[src/rtl/multi_channel_timer.sv]
// NUM_CH independent BCD mm:ss countdown channels sharing one 1 Hz tick, driven through a
// single command port, with sticky expiry flags, optional auto-reload and a registered readback.
module multi_channel_timer #(
    parameter int NUM_CH      = 4,
    parameter int CH_W        = 2,
    parameter int AUTO_RELOAD = 0
) (
    input  logic              CLK100MHZ,
    input  logic              reset,
    input  logic              tick,
    input  logic              cmd_valid,
    output logic              cmd_ready,
    input  logic [CH_W-1:0]   cmd_ch,
    input  logic [2:0]        cmd_op,
    input  logic [15:0]       cmd_time,
    output logic              cmd_err,
    input  logic [CH_W-1:0]   disp_ch,
    output logic [15:0]       disp_time,
    output logic [NUM_CH-1:0] running,
    output logic [NUM_CH-1:0] expired,
    output logic              alarm
);

    typedef enum logic [1:0] {ST_IDLE, ST_RUN, ST_DONE} ch_state_e;

    typedef enum logic [2:0] {
        OP_NOP   = 3'd0,
        OP_LOAD  = 3'd1,
        OP_START = 3'd2,
        OP_PAUSE = 3'd3,
        OP_CLEAR = 3'd4,
        OP_ACK   = 3'd5
    } cmd_op_e;

    ch_state_e         state_q   [NUM_CH];
    ch_state_e         state_d   [NUM_CH];
    logic [15:0]       count_q   [NUM_CH];
    logic [15:0]       count_d   [NUM_CH];
    logic [15:0]       load_q    [NUM_CH];
    logic [15:0]       load_d    [NUM_CH];
    logic [NUM_CH-1:0] expired_q, expired_d;
    logic              cmd_ready_q;
    logic              cmd_err_q, cmd_err_d;
    logic [15:0]       disp_time_q, disp_time_d;

    logic              accept;
    logic              ch_ok;
    logic [NUM_CH-1:0] hit;
    logic [15:0]       sel_count;
    ch_state_e         sel_state;

    function automatic logic bcd_valid(input logic [15:0] t);
        return (t[15:12] <= 4'd9) && (t[11:8] <= 4'd9) && (t[7:4] <= 4'd5) && (t[3:0] <= 4'd9);
    endfunction

    // Only called with a count above 00:01, so the minute tens never borrow below zero.
    function automatic logic [15:0] bcd_dec(input logic [15:0] t);
        logic [15:0] d;
        d = t;
        if (t[3:0] != 4'd0) begin
            d[3:0] = t[3:0] - 4'd1;
        end else begin
            d[3:0] = 4'd9;
            if (t[7:4] != 4'd0) begin
                d[7:4] = t[7:4] - 4'd1;
            end else begin
                d[7:4] = 4'd5;
                if (t[11:8] != 4'd0) begin
                    d[11:8] = t[11:8] - 4'd1;
                end else begin
                    d[11:8]  = 4'd9;
                    d[15:12] = t[15:12] - 4'd1;
                end
            end
        end
        return d;
    endfunction

    always_comb begin
        accept    = cmd_valid && cmd_ready_q;
        ch_ok     = (32'(cmd_ch) < NUM_CH);
        hit       = '0;
        sel_count = 16'h0000;
        sel_state = ST_IDLE;
        for (int c = 0; c < NUM_CH; c++) begin
            if (accept && ch_ok && (cmd_ch == CH_W'(c))) begin
                hit[c]    = 1'b1;
                sel_count = count_q[c];
                sel_state = state_q[c];
            end
        end

        cmd_err_d = 1'b0;
        if (accept) begin
            if (!ch_ok) begin
                cmd_err_d = 1'b1;
            end else begin
                case (cmd_op)
                    OP_NOP, OP_PAUSE, OP_CLEAR, OP_ACK: cmd_err_d = 1'b0;
                    OP_LOAD:  cmd_err_d = !bcd_valid(cmd_time);
                    OP_START: cmd_err_d = (sel_state != ST_RUN) && (sel_count == 16'h0000);
                    default:  cmd_err_d = 1'b1;
                endcase
            end
        end
    end

    // A command addressed to a channel wins over the tick for that channel in the same cycle.
    always_comb begin
        expired_d = expired_q;
        for (int c = 0; c < NUM_CH; c++) begin
            state_d[c] = state_q[c];
            count_d[c] = count_q[c];
            load_d[c]  = load_q[c];
            if (hit[c]) begin
                if (!cmd_err_d) begin
                    case (cmd_op)
                        OP_LOAD: begin
                            count_d[c]   = cmd_time;
                            load_d[c]    = cmd_time;
                            expired_d[c] = 1'b0;
                            if (state_q[c] == ST_DONE) state_d[c] = ST_IDLE;
                        end
                        OP_START: if (state_q[c] == ST_IDLE) state_d[c] = ST_RUN;
                        OP_PAUSE: if (state_q[c] == ST_RUN) state_d[c] = ST_IDLE;
                        OP_CLEAR: begin
                            count_d[c]   = 16'h0000;
                            load_d[c]    = 16'h0000;
                            expired_d[c] = 1'b0;
                            state_d[c]   = ST_IDLE;
                        end
                        OP_ACK: begin
                            expired_d[c] = 1'b0;
                            if (state_q[c] == ST_DONE) state_d[c] = ST_IDLE;
                        end
                        default: ;
                    endcase
                end
            end else if (tick && (state_q[c] == ST_RUN)) begin
                if (count_q[c] == 16'h0001) begin
                    expired_d[c] = 1'b1;
                    if (AUTO_RELOAD != 0) begin
                        count_d[c] = load_q[c];
                    end else begin
                        count_d[c] = 16'h0000;
                        state_d[c] = ST_DONE;
                    end
                end else if (count_q[c] != 16'h0000) begin
                    count_d[c] = bcd_dec(count_q[c]);
                end
            end
        end

        disp_time_d = 16'h0000;
        for (int c = 0; c < NUM_CH; c++) begin
            if (disp_ch == CH_W'(c)) disp_time_d = count_q[c];
        end
    end

    always_ff @(posedge CLK100MHZ) begin
        if (!reset) begin
            for (int c = 0; c < NUM_CH; c++) begin
                state_q[c] <= ST_IDLE;
                count_q[c] <= 16'h0000;
                load_q[c]  <= 16'h0000;
            end
            expired_q   <= '0;
            cmd_ready_q <= 1'b0;
            cmd_err_q   <= 1'b0;
            disp_time_q <= 16'h0000;
        end else begin
            for (int c = 0; c < NUM_CH; c++) begin
                state_q[c] <= state_d[c];
                count_q[c] <= count_d[c];
                load_q[c]  <= load_d[c];
            end
            expired_q   <= expired_d;
            cmd_ready_q <= 1'b1;
            cmd_err_q   <= cmd_err_d;
            disp_time_q <= disp_time_d;
        end
    end

    always_comb begin
        running = '0;
        for (int c = 0; c < NUM_CH; c++) begin
            running[c] = (state_q[c] == ST_RUN);
        end
    end

    assign cmd_ready = cmd_ready_q;
    assign cmd_err   = cmd_err_q;
    assign disp_time = disp_time_q;
    assign expired   = expired_q;
    assign alarm     = |expired_q;

endmodule

[config.mk]
export PLATFORM = sky130hd
export DESIGN_NAME = multi_channel_timer
export DESIGN_NICKNAME = d
export VERILOG_FILES = /design/src/rtl/multi_channel_timer.sv
export SDC_FILE = /design/constraint.sdc
export NUM_CORES = 1
export LEC_CHECK = 0
export ABC_AREA = 1
export CAP_MARGIN = 20
export CORE_ASPECT_RATIO = 1.4
export CORE_UTILIZATION = 59
export DETAILED_ROUTE_END_ITERATION = 16
export PLACE_DENSITY = 0.81
export SETUP_SLACK_MARGIN = 0.3
export SYNTH_ARGS = -nofsm -noshare
export SYNTH_HDL_FRONTEND = slang
export SYNTH_SLANG_ARGS = --single-unit
[constraint.sdc]
create_clock -name CLK100MHZ -period 3.12 [get_ports CLK100MHZ]
set_clock_uncertainty 0.15 [all_clocks]
set_input_delay 0.936 -clock CLK100MHZ [delete_from_list [all_inputs] [get_ports CLK100MHZ]]
set_output_delay 0.936 -clock CLK100MHZ [all_outputs]
set_load 0.03 [all_outputs]
==> results of run 1 <==
-- path summary, 6_finish.rpt --
kind | start | endpoint | slack [ns] | cells past startpoint
max reg2reg | count_q[2][11] | count_q[3][6] | 0.58 | 13
min reg2reg | count_q[0][5] | count_q[0][5] | 0.33 | 2
max | state_q[3][0] | running[3] | 0.36 | 3
min | count_q[0][5] | count_q[0][5] | 0.33 | 2
-- metal layers --
metal | vias up | share of wire (%) | GRT usage, %
li1 | 3676 | - | -
met1 | 3449 | 36 | 42.7
met2 | 358 | 50 | 70.1
met3 | 106 | 7.9 | 7.25
met4 | 0 | 6.2 | 25.3
met5 | - | 0 | 0
-- layout make-up --
cell class	instances	area, um2
multi-input cells	775	4080
fillers	927	2510
flip-flops and latches	94	1880
repair buffers	147	1290
inverters	149	564
clock buffers	10	239
well taps	141	176
clock inverters	5	65.1
-- what timing repair did --
| item | CTS | global route |
|---|---|---|
| resized for setup | 12 | 28 |
| pin swaps | 3 | 12 |
| setup buffers | 1 | 2 |
| endpoints found under the setup margin | 70 | 74 |
| hold buffers | 0 | 0 |
-- cell usage after synthesis (all sizes together) (2+ instances only) --
master  count  area, um2
a21oi      79        410
o21ai      79        429
buf        12       65.1
inv       149        559
dfxtp      94       1880
nor3b       3       38.8
nor2      170        676
o221ai      4       35.0
nor3       14        113
a31oi       4       25.0
nand2     240        928
nor4        3       48.8
a211oi      2       15.0
ha         22        275
o211ai      5       37.5
o31ai       3       22.5
xor2       12        105
nand4      12       75.1
o22ai      43        269
nand3b      2       27.5
nand3      64        330
clkbuf     16       60.1
xnor2       8       70.1
-- sequential cells by signal, indices dropped and copies added (netlist names) --
register and count:
disp_time 16, cmd_ready 1, state_q 8, expired 4
cmd_err 1, count_q 64
-- worst reg2reg max path, stage by stage, from the launching register on --
cell	delay, ns
sky130_fd_sc_hd__dfxtp_1	0.38
sky130_fd_sc_hd__nor2_1	0.12
sky130_fd_sc_hd__nand2_1	0.09
sky130_fd_sc_hd__nor3_1	0.55
sky130_fd_sc_hd__nand4_1	0.17
sky130_fd_sc_hd__o21ai_1	0.14
sky130_fd_sc_hd__nand2_2	0.12
sky130_fd_sc_hd__nand2_8	0.14
sky130_fd_sc_hd__buf_4	0.14
sky130_fd_sc_hd__nand3_4	0.10
sky130_fd_sc_hd__nand2_4	0.13
sky130_fd_sc_hd__inv_2	0.05
sky130_fd_sc_hd__nor2_1	0.10
sky130_fd_sc_hd__nor2_1	0.05
-- through the flow --
step,std cells,utilization [%]
final,1321,76.7
after detailed placement,1303,72.6
after global routing,1321,76.7
after floorplan,1046,-
after CTS,1319,75.8
after global placement,1303,72.6
-- cell families after synthesis --
family,after synthesis
AND/OR/NAND/NOR,511
adder cells (fa/ha/maj),22
XOR/XNOR,20
AO/OA/AOI/OAI,222
flip-flops,94
buffers and inverters,177
-- power breakdown --
group	total [mW]	switching [mW]	internal [mW]
clock	1.15	0.505	0.649
combinational	0.956	0.595	0.361
sequential	1.26	0.0303	1.23
total	3.38	1.13	2.25
==> flow_summary.html, run 1 <==
<table>
<tr><th>Metric</th><th>Value</th></tr>
<tr><th colspan="2">Flow run</th></tr>
<tr><td>Max-cap violation count</td><td>0</td></tr>
<tr><th colspan="2">STA</th></tr>
<tr><td>Final Hold Slack</td><td>~0.33 ns</td></tr>
<tr><td>Final Hold Violating Endpoints</td><td>0</td></tr>
<tr><td>Unrepaired setup endpoints after global routing</td><td>false</td></tr>
<tr><td>Worst slew margin relative to its limit</td><td>a little under half</td></tr>
<tr><td>Part of the cycle the worst path needs</td><td>between 80% and 90%</td></tr>
<tr><td>Worst-case setup margin in the final layout</td><td>0.362 ns</td></tr>
<tr><td>Maximum clock frequency</td><td>about 0.36 GHz</td></tr>
<tr><td>Slew at the pin closest to its max-slew limit</td><td>~0.8 ns</td></tr>
<tr><td>Crit path time final</td><td>between 2 and 3 ns</td></tr>
<tr><td>Slew Limit Fails</td><td>0</td></tr>
<tr><td>Total setup violations reported at the end of the flow</td><td>0</td></tr>
<tr><td>Setup TNS</td><td>0 ns</td></tr>
<tr><th colspan="2">Logic synthesis</th></tr>
<tr><td>Number of warnings issued by yosys</td><td>0</td></tr>
<tr><td>Mapped cell area</td><td>around 6500 um2</td></tr>
<tr><td>Distinct cell type count of the synthesized netlist</td><td>47</td></tr>
<tr><td>Post-Synthesis Net Count</td><td>about 1100</td></tr>
<tr><td>Share of the synthesized area in compound gates (AO/OA/AOI/OAI)</td><td>approximately a fifth</td></tr>
<tr><td>Mean Syn Cell Area</td><td>roughly 6.3 um2</td></tr>
<tr><td>Adder-cell share of the synthesized area</td><td>4.21%</td></tr>
<tr><td>Portion of netlist area occupied by mux cells</td><td>0%</td></tr>
<tr><td>Post-synthesis async set-or-reset flop share</td><td>0%</td></tr>
<tr><td>Dominant combinational cell family by area after synthesis</td><td>simple AND/OR/NAND/NOR gates</td></tr>
<tr><td>Main synth FF type</td><td>sky130_fd_sc_hd__dfxtp_1</td></tr>
<tr><td>Register area share after synthesis</td><td>between 20 and 30%</td></tr>
<tr><td>Synthesized-area fraction occupied by xor and xnor cells</td><td>under 10%</td></tr>
<tr><td>Post-synthesis share of cell area spent on and, or, nand and nor gates</td><td>between 30 and 40%</td></tr>
<tr><td>Total of flip-flops plus latches after synthesis</td><td>94</td></tr>
<tr><td>Count of flip-flops with a built-in enable after synthesis</td><td>0</td></tr>
<tr><td>Gate count after technology mapping</td><td>1046</td></tr>
<tr><th colspan="2">Placement</th></tr>
<tr><td>Weighted congestion reported at the end of routability-driven placement</td><td>just over 1</td></tr>
<tr><td>Worst setup timing slack at the placement stage</td><td>-0.240 ns</td></tr>
<tr><td>Count of buffers from port buffering</td><td>53</td></tr>
<tr><td>Placed wire-length estimate</td><td>around 18000 um</td></tr>
<tr><td>Post-placement cell area</td><td>~7900 um2</td></tr>
<tr><th colspan="2">Routing</th></tr>
<tr><td>Number of DRC violations after detailed routing</td><td>0</td></tr>
<tr><td>TritonRoute pass-1 iters</td><td>5</td></tr>
<tr><td>Number of vias per cell</td><td>approximately 5.7</td></tr>
<tr><td>Average detailed-routed wire length per instance</td><td>between 15 and 20 um</td></tr>
<tr><td>Initial detailed-routing violation count</td><td>slightly below 600</td></tr>
<tr><td>Wirelength, routed</td><td>22700 um</td></tr>
<tr><td>Antenna Violating Nets Remaining</td><td>0</td></tr>
<tr><td>Total via count in the routed design</td><td>approximately 7600</td></tr>
<tr><th colspan="2">Clocking</th></tr>
<tr><td>Count of clock tree sinks</td><td>94</td></tr>
<tr><td>Num CTS Buffers</td><td>9</td></tr>
<tr><td>Worst-Skew Late Latency</td><td>~0.35 ns</td></tr>
<tr><td>Maximum buffer depth of the clock tree</td><td>2</td></tr>
<tr><td>Clock transition time at the flip-flop clock pins of the worst setup and hold paths</td><td>approximately 0.07 ns</td></tr>
<tr><td>CTS tree</td><td>yes</td></tr>
<tr><td>Root buffer cell</td><td>sky130_fd_sc_hd__clkbuf_16</td></tr>
<tr><td>H-tree depth reported by CTS</td><td>3</td></tr>
<tr><th colspan="2">Critical path</th></tr>
<tr><td>Critical path's largest stage delay</td><td>approximately 0.7 ns</td></tr>
<tr><td>Slowest stage cell, crit path</td><td>sky130_fd_sc_hd__clkdlybuf4s50_1</td></tr>
<tr><td>Path type of the worst setup path</td><td>flop to primary output</td></tr>
<tr><td>Required time at the worst-slack endpoint</td><td>a little over 2 ns</td></tr>
<tr><td>Worst Path Max Fanout</td><td>3</td></tr>
<tr><td>Category of the worst setup path launch point</td><td>flop</td></tr>
<tr><td>Worst Path Arrival</td><td>1.67 ns</td></tr>
<tr><td>Bufs and invs on worst path</td><td>2</td></tr>
<tr><td>Kind of end point of the critical path</td><td>primary output</td></tr>
<tr><td>Cells along the critical path</td><td>inv_1 &gt; nor2_1 &gt; clkdlybuf4s50_1</td></tr>
<tr><td>Top Family by Delay on Critical Path</td><td>buffers and inverters</td></tr>
<tr><th colspan="2">Power and ir drop</th></tr>
<tr><td>Leak pwr</td><td>around 4 nW</td></tr>
<tr><td>Power density normalized to cell area</td><td>between 400 and 500 nW/um2</td></tr>
<tr><td>Largest vdd supply drop</td><td>0.000276 V</td></tr>
<tr><td>Final total power</td><td>about 3.4 mW</td></tr>
<tr><th colspan="2">Floorplan</th></tr>
<tr><td>Die height</td><td>around 130 um</td></tr>
<tr><td>Top-Level Pins</td><td>54</td></tr>
<tr><td>Die area</td><td>11500 um2</td></tr>
<tr><td>Number of core rows</td><td>between 40 and 50</td></tr>
<tr><td>Floorplan core area</td><td>between 10000 and 15000 um2</td></tr>
<tr><td>DIE WIDTH</td><td>roughly 91 um</td></tr>
<tr><td>Initial Utilization</td><td>between 60 and 70%</td></tr>
<tr><th colspan="2">Layout</th></tr>
<tr><td>Leading cell type in the layout, fill and taps excluded</td><td>sky130_fd_sc_hd__nand2_1</td></tr>
<tr><td>Most frequent cells in the layout</td><td>sky130_fd_sc_hd__nand2_1 (228), sky130_fd_sc_hd__nor2_1 (157), sky130_fd_sc_hd__inv_1 (137)</td></tr>
<tr><td>Layout cells sized above 1</td><td>around 15%</td></tr>
<tr><td>Inserted Diodes</td><td>0</td></tr>
<tr><td>P&amp;R area growth vs syn</td><td>26.8%</td></tr>
<tr><td># nets final</td><td>~1200</td></tr>
<tr><td>Design area</td><td>roughly 8300 um2</td></tr>
<tr><th colspan="2">GRT</th></tr>
<tr><td>GRT Resource Usage Total</td><td>approximately 40%</td></tr>
<tr><td>Initial antenna violation count</td><td>0</td></tr>
<tr><td>Number of global-route vias before repair</td><td>between 7000 and 8000</td></tr>
<tr><td>Largest net degree at the start of global routing</td><td>73</td></tr>
<tr><td>Wire length of the first global-routing pass</td><td>35100 um</td></tr>
<tr><td>Total global routing overflow</td><td>0</td></tr>
<tr><th colspan="2">Worst hold path</th></tr>
<tr><td>Class of the tightest hold or removal check</td><td>flop to flop</td></tr>
<tr><th colspan="2">Outcome</th></tr>
<tr><td>Run status</td><td>complete, no violations</td></tr>
</table>
Note: power is estimated with default switching activity, not from simulation.
==> run 2: changes to the inputs <==
- CTS_CLUSTER_SIZE: unset -> 24
==> results of run 2 <==
No change in the layout: final DEF, timing and power equal those of run 1.
